--- config.mk ---
export PLATFORM = sky130hd
export DESIGN_NAME = pipe_stage_skid_flat
export DESIGN_NICKNAME = d
export VERILOG_FILES = /design/src/rtl/pipe_stage_skid_pkg.sv /design/src/rtl/pipe_stage_skid_if.sv /design/src/rtl/pipe_stage_skid.sv /design/src/flat_wrapper.sv
export SDC_FILE = /design/constraint.sdc
export NUM_CORES = 1
export LEC_CHECK = 0
export BUFFER_PORTS_ARGS = -buffer_cell sky130_fd_sc_hd__buf_2
export CAP_MARGIN = 20
export CORE_MARGIN = 10
export CORE_UTILIZATION = 59
export DETAILED_ROUTE_END_ITERATION = 16
export PLACE_DENSITY_LB_ADDON = 0.25
export SYNTH_ARGS = -nofsm -noshare
export SYNTH_HDL_FRONTEND = slang
export SYNTH_SLANG_ARGS = --single-unit
export TNS_END_PERCENT = 1
--- constraint.sdc ---
create_clock -name CLK -period 18.1 [get_ports CLK]
set_input_delay 2.715 -clock CLK [delete_from_list [all_inputs] [get_ports CLK]]
set_output_delay 2.715 -clock CLK [all_outputs]
set_load 0.005 [all_outputs]
--- src/rtl/pipe_stage_skid_pkg.sv ---
// Shared types for the two-entry skid pipeline stage.
`default_nettype none

package pipe_stage_skid_pkg;

   localparam int OCC_W = 2;

   typedef enum logic [OCC_W-1:0] {
      OCC_EMPTY = 2'd0,
      OCC_ONE   = 2'd1,
      OCC_FULL  = 2'd2
   } occ_t;

   function automatic logic [1:0] entry_count(input logic main_v, input logic skid_v);
      return {1'b0, main_v} + {1'b0, skid_v};
   endfunction

endpackage

`default_nettype wire

--- src/rtl/pipe_stage_skid_if.sv ---
// Handshake bundle between a pipeline stage latch and its neighbours.
`default_nettype none

interface pipe_stage_skid_if #(
   parameter int WIDTH = 128
);
   logic             in_valid;
   logic             in_ready;
   logic [WIDTH-1:0] in_data;
   logic             in_halt;
   logic             flush;
   logic             out_valid;
   logic             out_ready;
   logic [WIDTH-1:0] out_data;
   logic             out_halt;
   logic [1:0]       count;
   logic             halted;

   modport master (
      output in_valid, in_data, in_halt, flush, out_ready,
      input  in_ready, out_valid, out_data, out_halt, count, halted
   );

   modport slave (
      input  in_valid, in_data, in_halt, flush, out_ready,
      output in_ready, out_valid, out_data, out_halt, count, halted
   );
endinterface

`default_nettype wire

--- src/rtl/pipe_stage_skid.sv ---
// Two-entry (MAIN + SKID) pipeline latch with registered ready, flush and sticky halt.
`default_nettype none

module pipe_stage_skid
   import pipe_stage_skid_pkg::*;
#(
   parameter int WIDTH          = 128,
   parameter bit CLEAR_ON_FLUSH = 1'b1
) (
   input  logic             CLK,
   input  logic             RST,
   pipe_stage_skid_if.slave bus
);

   occ_t             state;
   occ_t             state_nxt;
   logic [WIDTH-1:0] main_data;
   logic [WIDTH-1:0] main_data_nxt;
   logic [WIDTH-1:0] skid_data;
   logic [WIDTH-1:0] skid_data_nxt;
   logic             main_halt;
   logic             main_halt_nxt;
   logic             skid_halt;
   logic             skid_halt_nxt;
   logic             halted;
   logic             halted_nxt;
   logic             main_valid;
   logic             skid_valid;
   logic             ready;
   logic             push;
   logic             pop;

   // Valid bits are decoded from the occupancy state, so SKID-without-MAIN is unrepresentable.
   assign main_valid = (state != OCC_EMPTY);
   assign skid_valid = (state == OCC_FULL);
   assign ready      = !skid_valid && !halted;
   assign push       = bus.in_valid && ready;
   assign pop        = main_valid && bus.out_ready;

   always_comb begin
      state_nxt     = state;
      main_data_nxt = main_data;
      main_halt_nxt = main_halt;
      skid_data_nxt = skid_data;
      skid_halt_nxt = skid_halt;
      halted_nxt    = halted;

      if (bus.flush) begin
         state_nxt = OCC_EMPTY;
         if (CLEAR_ON_FLUSH) begin
            main_data_nxt = '0;
            main_halt_nxt = 1'b0;
            skid_data_nxt = '0;
            skid_halt_nxt = 1'b0;
         end
      end else begin
         if (push && bus.in_halt) begin
            halted_nxt = 1'b1;
         end
         case (state)
            OCC_EMPTY: begin
               if (push) begin
                  state_nxt     = OCC_ONE;
                  main_data_nxt = bus.in_data;
                  main_halt_nxt = bus.in_halt;
               end
            end
            OCC_ONE: begin
               if (push && pop) begin
                  main_data_nxt = bus.in_data;
                  main_halt_nxt = bus.in_halt;
               end else if (push) begin
                  state_nxt     = OCC_FULL;
                  skid_data_nxt = bus.in_data;
                  skid_halt_nxt = bus.in_halt;
               end else if (pop) begin
                  state_nxt = OCC_EMPTY;
               end
            end
            OCC_FULL: begin
               if (pop) begin
                  state_nxt     = OCC_ONE;
                  main_data_nxt = skid_data;
                  main_halt_nxt = skid_halt;
               end
            end
            default: begin
               state_nxt = OCC_EMPTY;
            end
         endcase
      end
   end

   always_ff @(posedge CLK or posedge RST) begin
      if (RST) begin
         state     <= OCC_EMPTY;
         main_data <= '0;
         main_halt <= 1'b0;
         skid_data <= '0;
         skid_halt <= 1'b0;
         halted    <= 1'b0;
      end else begin
         state     <= state_nxt;
         main_data <= main_data_nxt;
         main_halt <= main_halt_nxt;
         skid_data <= skid_data_nxt;
         skid_halt <= skid_halt_nxt;
         halted    <= halted_nxt;
      end
   end

   assign bus.in_ready  = ready;
   assign bus.out_valid = main_valid;
   assign bus.out_data  = main_data;
   assign bus.out_halt  = main_halt;
   assign bus.count     = entry_count(main_valid, skid_valid);
   assign bus.halted    = halted;

endmodule

`default_nettype wire

--- src/flat_wrapper.sv ---
// flat-port wrapper written by rule: the top's interface ports become plain ports
module pipe_stage_skid_flat import pipe_stage_skid_pkg::*;
#(
   parameter int WIDTH          = 128,
   parameter bit CLEAR_ON_FLUSH = 1'b1
)
  (CLK, RST, bus_in_valid, bus_in_data, bus_in_halt, bus_flush, bus_out_ready, bus_in_ready, bus_out_valid, bus_out_data, bus_out_halt, bus_count, bus_halted);
  pipe_stage_skid_if #(.WIDTH(WIDTH)) bus_i ();
  input  logic CLK;
  input  logic RST;
  input wire logic [$bits(bus_i.in_valid)-1:0] bus_in_valid;
  input wire logic [$bits(bus_i.in_data)-1:0] bus_in_data;
  input wire logic [$bits(bus_i.in_halt)-1:0] bus_in_halt;
  input wire logic [$bits(bus_i.flush)-1:0] bus_flush;
  input wire logic [$bits(bus_i.out_ready)-1:0] bus_out_ready;
  output wire logic [$bits(bus_i.in_ready)-1:0] bus_in_ready;
  output wire logic [$bits(bus_i.out_valid)-1:0] bus_out_valid;
  output wire logic [$bits(bus_i.out_data)-1:0] bus_out_data;
  output wire logic [$bits(bus_i.out_halt)-1:0] bus_out_halt;
  output wire logic [$bits(bus_i.count)-1:0] bus_count;
  output wire logic [$bits(bus_i.halted)-1:0] bus_halted;
  assign bus_i.in_valid = bus_in_valid;
  assign bus_i.in_data = bus_in_data;
  assign bus_i.in_halt = bus_in_halt;
  assign bus_i.flush = bus_flush;
  assign bus_i.out_ready = bus_out_ready;
  assign bus_in_ready = bus_i.in_ready;
  assign bus_out_valid = bus_i.out_valid;
  assign bus_out_data = bus_i.out_data;
  assign bus_out_halt = bus_i.out_halt;
  assign bus_count = bus_i.count;
  assign bus_halted = bus_i.halted;
  pipe_stage_skid #(.WIDTH(WIDTH), .CLEAR_ON_FLUSH(CLEAR_ON_FLUSH)) u_core (.CLK(CLK), .RST(RST), .bus(bus_i));
endmodule
==> run summary <==
First-pass GRT wire length -> 52930 um
Distinct cells, synth -> 29
Pwr Density -> 111.6 nW/um^2
H-tree depth -> 1
# rows -> 53
Worst-Margin Slew -> 1099 ps
Initial antenna violation count -> 6
Clock sinks -> 261
CP Data Arrival Time -> 2900 ps
Synth Warn # -> 0
Area contributors post-synth -> dfrtp_1 (53%), a211oi_2 (11%), a21oi_1 (11%)
Setup TNS -> 0 ps
Worst min-delay path category -> flip-flop to flip-flop
Total CTS buffers -> 27
Syn_area_per_cell -> 10.48 um^2
Placer Congestion -> 0.7944
Root Buffer -> clkbuf_16
TritonCTS clock tree -> built
Fin crit period -> 5613 ps
Sequential area share after synthesis -> 52.61%
Post-Syn Area -> 12420 um^2
Post-layout nets -> 1518
Vias -> 9799
Max Clock Freq -> 178.1 MHz
# IOs -> 268
Clock-pin slew of the registers on the worst-case setup and hold paths -> 60 ps
Total track usage -> 23.64%
Total detailed-routing wirelength -> 33440 um
Simple-gate share of the synthesized area -> 8.727%
Antenna-violating nets left -> 0
Post-cts resize count -> 0
CTS Hold Bufs -> 0
Leak -> 6.271 nW
Port Buf Inserts -> 267
Die boundary height -> 165.1 um
# setup viols final -> 0
TritonRoute pass-1 iters -> 5
Fraction of layout cells with a size suffix above 1 -> 31.71%
Drt drc -> 0
Skew-Pair Late Insertion Delay -> 530 ps
Synthesis-stage register bit count -> 261
DP Worst Slack -> 12330 ps
Post-CTS Setup Inserts -> 0
Max_cap viols -> 0
Largest family of logic cells by synthesized area -> compound AO/OA/AOI/OAI gates
Post-Synthesis Cells -> 1185
Grt ovf -> 0
Worst Skew -> 8.215 ps
Kind of critical path -> flip-flop to output port
DP Wirelength -> 20390 um
DR iter-0 viols -> 828
Vias per Instance -> 5.833
Starting Density -> 59.44%
Largest net degree at the start of global routing -> 137
RSZ-0062 raised after global routing -> no
Mux cell area share after synthesis -> 10.49%
CP cell instances -> inv_1, ha_4, buf_4, xnor2_1, buf_2
Synthesis-to-finish area growth -> 18.21%
Vias in the first global route -> 9979
Relative slew slack -> 26.72%
R2R Setup Slk -> 13900 ps
Core Area -> 20890 um^2
Compound-gate portion of the synthesized area -> 23.04%
Max Root-Sink Buffers -> 3
Post-route setup slack -> 12490 ps
Run status -> finished, final reports clean
Yosys top cell by area -> dfrtp_1
Wire per inst -> 19.91 um
Crit end category -> output port
Post-synth top area share -> 52.61%
Crit path max-delay cell type -> buf_4
Final Util -> 70.26%
Power Total -> 0.001638 W
Syn Nets -> 1323
Slowest stage delay, CP -> 760 ps
Synth Area in XOR/XNOR -> 0.1411%
Die area -> 27250 um^2
Crit path max fanout -> 47
Area post-placement -> 13710 um^2
Final Cell Area -> 14680 um^2
Max-slew violation total from the final report -> 0
Data required, critical path -> 15390 ps
Final hold violations -> 0
Setup crit start kind -> flip-flop
Adder and majority gate portion of the synthesized area -> 0.4031%
Final worst path period share -> 31.01%
Worst VDD drop -> 0.07747 mV
Chip width -> 165.1 um
-- cell type report --
type / instances / area (um^2)
well taps: 275 / 344.1
fillers: 1598 / 6212
clock inverters: 11 / 161.4
diodes: 5 / 12.51
inverters: 5 / 26.28
flip-flops and latches: 261 / 6531
multi-input cells: 805 / 5360
clock buffers: 38 / 797.0
repair buffers: 280 / 1444
-- critical path, delay by kind of cell, from the launching register on --
| kind | cells | cell delay, ps |
|---|---|---|
| flip-flops | 1 | 410 |
| adder cells (fa/ha/maj) | 1 | 670 |
| XOR/XNOR | 1 | 190 |
| buffers and inverters | 3 | 1060 |
-- cell usage after synthesis (all sizes together) --
library cell    n
a21oi         261
dfrtp         261
nand2         258
a211oi        129
mux2i         129
buf            59
clkbuf         55
inv             5
ha              4
nor2            3
a22o            2
nand2b          2
nor3            2
nor3b           2
nor4bb          2
xnor2           2
a211o           1
and2            1
and3            1
mux2            1
nand3           1
nor2b           1
o21ai           1
or2             1
or3b            1
-- layer usage --
| layer | part of all wire [%] | up-vias | GRT usage [%] | wire length [um] |
|---|---|---|---|---|
| li1 | - | 4553 | - | - |
| met4 | 2.0 | 4 | 7.005 | 672 |
| met1 | 41 | 4838 | 31.68 | 13810 |
| met3 | 8.3 | 49 | 5.776 | 2786 |
| met5 | 0.072 | - | 0 | 24 |
| met2 | 48 | 355 | 37.43 | 16150 |
-- final timing paths --
| path | startpoint | cells after the start | endpoint |
|---|---|---|---|
| max in group asynchronous | RST | 4 | u_core.bus.out_data[26]$_DFFE_PP0P_ |
| min in group asynchronous | RST | 2 | u_core.skid_data[77]$_DFFE_PP0P_ |
| setup / recovery | u_core.state[0]$_DFFE_PP0P_ | 5 | bus_count[0] |
| setup reg to reg | u_core.state[0]$_DFFE_PP0P_ | 8 | u_core.bus.out_data[63]$_DFFE_PP0P_ |
| hold reg to reg | u_core.skid_data[73]$_DFFE_PP0P_ | 2 | u_core.skid_data[73]$_DFFE_PP0P_ |
| hold / removal | u_core.skid_data[73]$_DFFE_PP0P_ | 2 | u_core.skid_data[73]$_DFFE_PP0P_ |
-- layout by cell type, fill, tap and decap left out --
cell / count
ha_4: 1
nor3b_1: 1
mux2i_1: 129
a22o_1: 2
a211o_4: 1
buf_2: 266
clkbuf_16: 27
buf_4: 13
o21ai_4: 1
xnor2_1: 2
clkbuf_8: 8
buf_8: 1
dfrtp_1: 261
ha_1: 3
clkinv_2: 5
mux2_1: 1
nor2_1: 3
clkinvlp_4: 1
nand3_4: 1
nor3b_2: 1
a211oi_1: 19
bufinv_16: 4
diode_2: 5
inv_6: 1
a211oi_2: 110
nand2b_1: 2
nor2b_1: 1
and2_4: 1
or3b_1: 1
nor3_1: 2
nand2_1: 258
and3_4: 1
a21oi_1: 261
inv_8: 1
clkbuf_1: 3
nor4bb_1: 2
or2_1: 1
inv_1: 4
-- power breakdown --
part / leakage, nW / internal, W / total, W / switching [W]
clock network: 0.475 / 0.000363 / 0.000592 / 0.000229
logic: 2.17 / 0.000136 / 0.000368 / 0.000232
registers: 3.63 / 0.000640 / 0.000678 / 0.0000377
total: 6.27 / 0.00114 / 0.00164 / 0.000499
-- kinds of logic after synthesis --
group | after synthesis
AO/OA/AOI/OAI | 394
AND/OR/NAND/NOR | 275
flip-flops | 261
multiplexers | 130
buffers and inverters | 119
adder cells (fa/ha/maj) | 4
XOR/XNOR | 2
-- state kept, by name (all words and copies together) (netlist names) --
signal,flops
u_core.bus.out_halt,1
u_core.skid_halt,1
u_core.skid_data,128
u_core.state,2
u_core.bus.out_data,128
u_core.bus.halted,1
-- through the flow --
stage | hold WS (ps) | cells
finish | 520.0 | 1680
global route | 533.2 | 1679
CTS | 522.8 | 1675
detailed placement | 515.1 | 1626
global placement | 508.8 | 1626
floorplan | 501.0 | 1185
No activity file was read; power rests on OpenSTA's default activity.
